### src/rtl/data_mem_store_unit_if.sv
// Store-request and data-memory word-port bundle for data_mem_store_unit.
// master: the store unit (drives the memory port); slave: MEM stage plus memory side.
interface data_mem_store_unit_if #(
   parameter int DATA_WIDTH      = 32,
   parameter int DATA_ADDR_WIDTH = 32
);
   logic                       st_valid;
   logic                       st_ready;
   logic [DATA_ADDR_WIDTH-1:0] st_addr;
   logic [1:0]                 st_size;
   logic [DATA_WIDTH-1:0]      st_wdata;
   logic                       st_done;
   logic                       st_err;
   logic                       busy;
   logic                       mem_req;
   logic                       mem_grant;
   logic [DATA_ADDR_WIDTH-1:0] mem_raddr;
   logic [DATA_WIDTH-1:0]      mem_rdata;
   logic [DATA_ADDR_WIDTH-1:0] mem_waddr;
   logic [DATA_WIDTH-1:0]      mem_wdata;
   logic                       mem_write;

   modport master (
      input  st_valid, st_addr, st_size, st_wdata, mem_grant, mem_rdata,
      output st_ready, st_done, st_err, busy, mem_req,
             mem_raddr, mem_waddr, mem_wdata, mem_write
   );

   modport slave (
      output st_valid, st_addr, st_size, st_wdata, mem_grant, mem_rdata,
      input  st_ready, st_done, st_err, busy, mem_req,
             mem_raddr, mem_waddr, mem_wdata, mem_write
   );
endinterface

### src/rtl/data_mem_store_unit.sv
// Byte/half/word store engine: turns byte-addressed stores into word read-modify-writes.
// Build option MISALIGN_TRAP_EN: word-spanning stores are trapped (st_err) instead of split.
//
// state | meaning
// IDLE  | ready for a store; st_done/st_err pulse here
// RD0   | read first word w0, capture merge on grant
// WR0   | write merged w0 on grant
// RD1   | read second word w1 (spanning store only)
// WR1   | write merged w1 on grant
module data_mem_store_unit #(
   parameter int DATA_WIDTH      = 32,
   parameter int DATA_ADDR_WIDTH = 32,
   parameter int NUM_WORDS       = 128
) (
   input  logic                  cpu_clk,
   input  logic                  cpu_rst,
   data_mem_store_unit_if.master bus
);
   localparam int              AW  = DATA_ADDR_WIDTH;
   localparam logic [AW-1:0]   ONE = AW'(1);
   localparam logic [AW-1:0]   NW  = AW'(NUM_WORDS);

`ifdef MISALIGN_TRAP_EN
   typedef enum logic [2:0] {
      S_IDLE = 3'd0,
      S_RD0  = 3'd1,
      S_WR0  = 3'd2
   } state_t;
`else
   typedef enum logic [2:0] {
      S_IDLE = 3'd0,
      S_RD0  = 3'd1,
      S_WR0  = 3'd2,
      S_RD1  = 3'd3,
      S_WR1  = 3'd4
   } state_t;
`endif

   state_t                state_q, state_d;
   logic [1:0]            off_q, off_d;
   logic [2:0]            end_q, end_d;
   logic [AW-1:0]         w0_q, w0_d;
   logic [AW-1:0]         w1_q, w1_d;
   logic [DATA_WIDTH-1:0] wdata_q, wdata_d;
   logic [DATA_WIDTH-1:0] merge_q, merge_d;
   logic                  done_q, done_d;
   logic                  err_q, err_d;

   logic [2:0]            n_in;
   logic [2:0]            end_in;
   logic [AW-1:0]         w0_in;
   logic                  rd_hi;
   logic                  wr_hi;
   logic [2:0]            pos_v;
   logic [1:0]            sel_v;
   logic [DATA_WIDTH-1:0] merge_rd;

   always_comb begin
      case (bus.st_size)
         2'd0:    n_in = 3'd1;
         2'd1:    n_in = 3'd2;
         2'd2:    n_in = 3'd4;
         default: n_in = 3'd0;
      endcase
   end

   assign end_in = {1'b0, bus.st_addr[1:0]} + n_in;
   assign w0_in  = {2'b00, bus.st_addr[AW-1:2]};

`ifdef MISALIGN_TRAP_EN
   logic span_in;
   assign span_in = (end_in > 3'd4);
   assign rd_hi   = 1'b0;
   assign wr_hi   = 1'b0;
`else
   assign rd_hi   = (state_q == S_RD1);
   assign wr_hi   = (state_q == S_WR1);
`endif

   // Byte position pos_v counts across both words (4..7 = second word);
   // lanes inside [off, off+n) take store byte pos_v-off.
   always_comb begin
      merge_rd = bus.mem_rdata;
      pos_v    = 3'd0;
      sel_v    = 2'd0;
      for (int i = 0; i < 4; i++) begin
         pos_v = 3'(i) + {rd_hi, 2'b00};
         sel_v = 2'(pos_v - {1'b0, off_q});
         if ((pos_v >= {1'b0, off_q}) && (pos_v < end_q)) begin
            merge_rd[8*i +: 8] = wdata_q[{sel_v, 3'b000} +: 8];
         end
      end
   end

   always_comb begin
      state_d = state_q;
      off_d   = off_q;
      end_d   = end_q;
      w0_d    = w0_q;
      w1_d    = w1_q;
      wdata_d = wdata_q;
      merge_d = merge_q;
      done_d  = 1'b0;
      err_d   = 1'b0;
      case (state_q)
         S_IDLE: begin
            if (bus.st_valid) begin
               off_d   = bus.st_addr[1:0];
               end_d   = end_in;
               w0_d    = w0_in;
               w1_d    = (w0_in + ONE) % NW;
               wdata_d = bus.st_wdata;
               if (bus.st_size == 2'd3) begin
                  done_d = 1'b1;
                  err_d  = 1'b1;
               end
`ifdef MISALIGN_TRAP_EN
               else if (span_in) begin
                  done_d = 1'b1;
                  err_d  = 1'b1;
               end
`endif
               else begin
                  state_d = S_RD0;
               end
            end
         end
         S_RD0: begin
            if (bus.mem_grant) begin
               merge_d = merge_rd;
               state_d = S_WR0;
            end
         end
         S_WR0: begin
            if (bus.mem_grant) begin
`ifdef MISALIGN_TRAP_EN
               state_d = S_IDLE;
               done_d  = 1'b1;
`else
               if (end_q > 3'd4) begin
                  state_d = S_RD1;
               end else begin
                  state_d = S_IDLE;
                  done_d  = 1'b1;
               end
`endif
            end
         end
`ifndef MISALIGN_TRAP_EN
         S_RD1: begin
            if (bus.mem_grant) begin
               merge_d = merge_rd;
               state_d = S_WR1;
            end
         end
         S_WR1: begin
            if (bus.mem_grant) begin
               state_d = S_IDLE;
               done_d  = 1'b1;
            end
         end
`endif
         default: state_d = S_IDLE;
      endcase
   end

   always_ff @(posedge cpu_clk) begin
      if (cpu_rst) begin
         state_q <= S_IDLE;
         off_q   <= '0;
         end_q   <= '0;
         w0_q    <= '0;
         w1_q    <= '0;
         wdata_q <= '0;
         merge_q <= '0;
         done_q  <= 1'b0;
         err_q   <= 1'b0;
      end else begin
         state_q <= state_d;
         off_q   <= off_d;
         end_q   <= end_d;
         w0_q    <= w0_d;
         w1_q    <= w1_d;
         wdata_q <= wdata_d;
         merge_q <= merge_d;
         done_q  <= done_d;
         err_q   <= err_d;
      end
   end

   assign bus.st_ready  = (state_q == S_IDLE);
   assign bus.busy      = (state_q != S_IDLE);
   assign bus.mem_req   = (state_q != S_IDLE);
   assign bus.st_done   = done_q;
   assign bus.st_err    = err_q;
   assign bus.mem_raddr = rd_hi ? w1_q : w0_q;
   assign bus.mem_waddr = wr_hi ? w1_q : w0_q;
   assign bus.mem_wdata = merge_q;
   // The memory commits at the edge, so the strobe follows this cycle's grant.
   assign bus.mem_write = bus.mem_grant && ((state_q == S_WR0) || wr_hi);
endmodule

### src/flat_wrapper.sv
// flat-port wrapper written by rule: the top's interface ports become plain ports
module data_mem_store_unit_flat 
#(
   parameter int DATA_WIDTH      = 32,
   parameter int DATA_ADDR_WIDTH = 32,
   parameter int NUM_WORDS       = 128
)
  (cpu_clk, cpu_rst, bus_st_valid, bus_st_addr, bus_st_size, bus_st_wdata, bus_mem_grant, bus_mem_rdata, bus_st_ready, bus_st_done, bus_st_err, bus_busy, bus_mem_req, bus_mem_raddr, bus_mem_waddr, bus_mem_wdata, bus_mem_write);
  data_mem_store_unit_if #(.DATA_WIDTH(DATA_WIDTH), .DATA_ADDR_WIDTH(DATA_ADDR_WIDTH)) bus_i ();
  input  logic cpu_clk;
  input  logic cpu_rst;
  input wire logic [$bits(bus_i.st_valid)-1:0] bus_st_valid;
  input wire logic [$bits(bus_i.st_addr)-1:0] bus_st_addr;
  input wire logic [$bits(bus_i.st_size)-1:0] bus_st_size;
  input wire logic [$bits(bus_i.st_wdata)-1:0] bus_st_wdata;
  input wire logic [$bits(bus_i.mem_grant)-1:0] bus_mem_grant;
  input wire logic [$bits(bus_i.mem_rdata)-1:0] bus_mem_rdata;
  output wire logic [$bits(bus_i.st_ready)-1:0] bus_st_ready;
  output wire logic [$bits(bus_i.st_done)-1:0] bus_st_done;
  output wire logic [$bits(bus_i.st_err)-1:0] bus_st_err;
  output wire logic [$bits(bus_i.busy)-1:0] bus_busy;
  output wire logic [$bits(bus_i.mem_req)-1:0] bus_mem_req;
  output wire logic [$bits(bus_i.mem_raddr)-1:0] bus_mem_raddr;
  output wire logic [$bits(bus_i.mem_waddr)-1:0] bus_mem_waddr;
  output wire logic [$bits(bus_i.mem_wdata)-1:0] bus_mem_wdata;
  output wire logic [$bits(bus_i.mem_write)-1:0] bus_mem_write;
  assign bus_i.st_valid = bus_st_valid;
  assign bus_i.st_addr = bus_st_addr;
  assign bus_i.st_size = bus_st_size;
  assign bus_i.st_wdata = bus_st_wdata;
  assign bus_i.mem_grant = bus_mem_grant;
  assign bus_i.mem_rdata = bus_mem_rdata;
  assign bus_st_ready = bus_i.st_ready;
  assign bus_st_done = bus_i.st_done;
  assign bus_st_err = bus_i.st_err;
  assign bus_busy = bus_i.busy;
  assign bus_mem_req = bus_i.mem_req;
  assign bus_mem_raddr = bus_i.mem_raddr;
  assign bus_mem_waddr = bus_i.mem_waddr;
  assign bus_mem_wdata = bus_i.mem_wdata;
  assign bus_mem_write = bus_i.mem_write;
  data_mem_store_unit #(.DATA_WIDTH(DATA_WIDTH), .DATA_ADDR_WIDTH(DATA_ADDR_WIDTH), .NUM_WORDS(NUM_WORDS)) u_core (.cpu_clk(cpu_clk), .cpu_rst(cpu_rst), .bus(bus_i));
endmodule
### config.mk
export PLATFORM = sky130hd
export DESIGN_NAME = data_mem_store_unit_flat
export DESIGN_NICKNAME = d
export VERILOG_FILES = /design/src/rtl/data_mem_store_unit_if.sv /design/src/rtl/data_mem_store_unit.sv /design/src/flat_wrapper.sv
export SDC_FILE = /design/constraint.sdc
export NUM_CORES = 1
export LEC_CHECK = 0
export BUFFER_PORTS_ARGS = -buffer_cell sky130_fd_sc_hd__buf_2
export CORE_ASPECT_RATIO = 0.9
export CORE_UTILIZATION = 40
export CTS_CLUSTER_DIAMETER = 60
export DETAILED_ROUTE_END_ITERATION = 10
export GPL_TIMING_DRIVEN = 0
export PLACE_DENSITY = 0.66
export REMOVE_ABC_BUFFERS = 1
export SYNTH_ARGS = -nofsm -noshare
export SYNTH_HDL_FRONTEND = slang
export SYNTH_SLANG_ARGS = --single-unit
export TNS_END_PERCENT = 50
### constraint.sdc
create_clock -name cpu_clk -period 4.95 [get_ports cpu_clk]
set_clock_uncertainty 0.2 [all_clocks]
set_input_delay 0.99 -clock cpu_clk [delete_from_list [all_inputs] [get_ports cpu_clk]]
set_output_delay 0.99 -clock cpu_clk [all_outputs]
set_load 0.01 [all_outputs]
==> key figures <==
Outcome
  • Outcome: finished clean

Setup path
  • Crit path launch type: flop
  • Worst R2R Path Depth: 7
  • Max stage delay on crit path: 0.62 ns
  • Worst Path Buf+Inv: 2
  • Crit Path Max Fanout: 16
  • Crit path DAT: approximately 2.3 ns
  • Top delay family on crit path: simple AND/OR/NAND/NOR gates
  • Cells along the critical path: nor3b_2 -> buf_4 -> mux2_2 -> buf_2
  • Setup slack, reg-to-reg: 1.88 ns
  • CP Class: flop to primary output
  • R2R Path End: u_core.bus.mem_wdata[5]$_SDFFE_PP0P_
  • CP max stage cell: nor3b_2
  • Reg-to-Reg Start: u_core.state_q[1]$_SDFFE_PP0P_
  • Setup crit end kind: primary output
  • Critical Path RT: 3.76 ns

Global routing
  • Gr ovfl total: 0
  • First-pass GRT wire length: 23200 um
  • Number of global-route vias before repair: ~4500
  • Initial antenna violation count: 2
  • Total track usage: about a fifth
  • Pin count of the biggest net entering global routing: between 80 and 90

Route
  • Routed WL: roughly 15000 um
  • DR vias/cell: just under 5
  • Initial DRT Pass Iterations: 4
  • Met3 WL: 1250 um
  • Number of remaining DRC errors: 0
  • DRT met1 WL: 6780 um
  • Max layer used: met5
  • Via Count: 4952
  • DRT iter0 DRCs: around 270
  • Drt wl/cell: about 15 um
  • Final ANT Viol Nets: 0
  • Met2 WL: 6870 um

Clocking
  • Num CTS Buffers: 9
  • CTS tree: built
  • Clock root buffer: clkbuf_16
  • # resized after CTS: 0
  • Worst-path clk slew: 0.07 ns
  • Bufs on Longest Clock Path: 2
  • Clk sinks: 111
  • Post CTS Setup Buffer Count: 0
  • Latest clock arrival within the worst-skew pair: 0.35 ns
  • Hold-fix buffers at CTS: 0
  • CTS H-tree lvls: 3

Logic synthesis
  • Largest cells by area after synthesis: dfxtp_1 39%, mux4_2 13%, nand2_1 9.1%, a21oi_1 6.0%, mux2i_1 5.6%
  • Predominant post-synthesis flop cell: dfxtp_1
  • Synthesized flop and latch total: 111
  • Synth warn: 0
  • Syn avg cell area: 9.04 um2
  • Seq/Total Area, Yosys: 38.7%
  • Synth area leader: dfxtp_1
  • Ys async rst share: 0%
  • EDFF count, synth: 0
  • Post-Synthesis Cells: about 640
  • Unique cell type count in the Yosys netlist: 36
  • Netlist Area Pre-Place: between 5000 and 6000 um2
  • Top-area cell type share of the netlist area: about two fifths

Pwr
  • Leakage power: 3.11 nW
  • Power per Cell Area: 302 nW/um2
  • Tot Pwr: ~0.0021 W
  • Maximum vdd drop: 0.152 mV

Final layout
  • Most frequent cells in the layout: 198 x buf_2, 138 x nand2_1, 110 x dfxtp_1, 69 x a21oi_1, 46 x nor2_1
  • Synth-to-layout area growth: 23.9%
  • Commonest non-fill, non-tap cell in the layout: buf_2
  • Final core area utilization: 50.9%
  • Final instance area: between 7000 and 8000 um2
  • Layout net count: 906
  • Layout cells sized above 1: 34.4%

Floorplan
  • Site Rows: 41
  • Core region area: 14000 um2
  • DIE AREA: 14900 um2
  • Die Ht: between 100 and 150 um
  • Io pins: 204
  • Initial core utilization: 41.1%
  • DIE WIDTH: 128 um

STA
  • Slew Viols, Final: 0
  • RSZ-0062 raised after global routing: false
  • Fmax: 290 MHz
  • Slew @ Worst Pin: roughly 1.2 ns
  • # setup viols final: 0
  • Min Tclk post-route: 3.45 ns
  • Slew Limit Headroom: 22.9%
  • Final Hold Viols: 0
  • Final worst-path cycle share: roughly 70%

Placement
  • Dpl cell area: 6850 um2
  • Routability Congestion: 0.774
  • Port Buffers: about 200
  • DP HPWL: 10400 um

Worst hold path
  • Min-Delay Path Class: flop to flop
  • Hold Startpoint: u_core.w0_q[12]$_SDFFE_PP0P_
  • Hold Path Depth: 2
  • Hold Path Sink: u_core.w0_q[12]$_SDFFE_PP0P_

Run
  • Max cap viols: 0
[cells by family (layout without fill, tap and decap cells)]
family	Yosys count	count (layout)	share of synthesized area (%)
AND/OR/NAND/NOR	249	249	19.3
XOR/XNOR	7	7	1.07
adder cells (fa/ha/maj)	7	7	1.65
multiplexers	78	78	20.8
other	1	5	0.0652
buffers and inverters	65	228	5.22
AO/OA/AOI/OAI	118	118	13.2
flip-flops	111	111	38.7
[where the power goes]
group / switching (W) / total [W] / leakage, nW / internal, W
Sequential: 0.0000552 / 0.00101 / 0.911 / 0.000952
Clock: 0.000336 / 0.000691 / 0.132 / 0.000355
Combinational: 0.000233 / 0.000451 / 2.07 / 0.000218
Total: 0.000624 / 0.00215 / 3.11 / 0.00153
[cell type report]
type,instances,area [um2]
inverter,7,26.3
multi-input combinational,463,3250
clock buffer,11,243
fill,1359,6880
antenna,1,2.50
tap,193,241
sequential,111,2220
clock inverter,5,33.8
timing repair buffer,205,1100
[metal layers]
metal / up-vias / GRT usage, %
met2: 185 / 33.9
met4: 2 / 3.76
met5: - / 0
met3: 11 / 6.69
li1: 2504 / -
met1: 2250 / 25.4
[Yosys cell counts, drive strengths merged (2+ instances only)]
cell type,instances
nand2b,2
clkbuf,30
nor3,2
ha,6
and2,25
a211oi,40
nor2b,26
xnor2,4
nand2,139
buf,28
mux4,32
xor2,3
a21oi,69
nor2,46
o21ai,3
mux2,14
nand3,4
a221oi,3
dfxtp,111
mux2i,32
inv,7
[how the worst max path moves through the flow]
stage                                   startpoint                                    to  depth (start not counted)
floorplan           u_core.state_q[2]$_SDFFE_PP0P_                      bus_mem_waddr[0]                          2
global placement    u_core.state_q[2]$_SDFFE_PP0P_                      bus_mem_waddr[1]                          3
finish              u_core.state_q[2]$_SDFFE_PP0P_                      bus_mem_waddr[5]                          4
CTS                 u_core.state_q[2]$_SDFFE_PP0P_                      bus_mem_waddr[5]                          4
global route        u_core.state_q[2]$_SDFFE_PP0P_                      bus_mem_waddr[5]                          4
detailed placement  u_core.state_q[1]$_SDFFE_PP0P_  u_core.bus.mem_wdata[5]$_SDFFE_PP0P_                          7
[stage by stage]
stage | setup TNS [ns] | hold WS, ns | instances | setup slack, ns
finish | 0 | 0.264 | 996 | 1.50
floorplan | 0 | 0.234 | 581 | 0.936
global placement | -9.10 | 0.252 | 973 | -0.585
CTS | 0 | 0.265 | 995 | 1.46
global route | 0 | 0.287 | 995 | 1.40
detailed placement | 0 | 0.256 | 979 | 1.83
[sequential cells by signal (all words and copies together) (netlist names)]
signal                flops
u_core.bus.mem_wdata     32
u_core.wdata_q           32
u_core.w0_q              30
u_core.w1_q               7
u_core.end_q              3
u_core.state_q            3
u_core.off_q              2
u_core.bus.st_done        1
u_core.bus.st_err         1
[worst min-delay path, delay by kind of cell, from the launching register on]
family           cells  cell delay [ns]
AO/OA/AOI/OAI        1             0.05
flip-flops           1             0.32
AND/OR/NAND/NOR      1             0.05
Power figures use the tool's default switching activity.
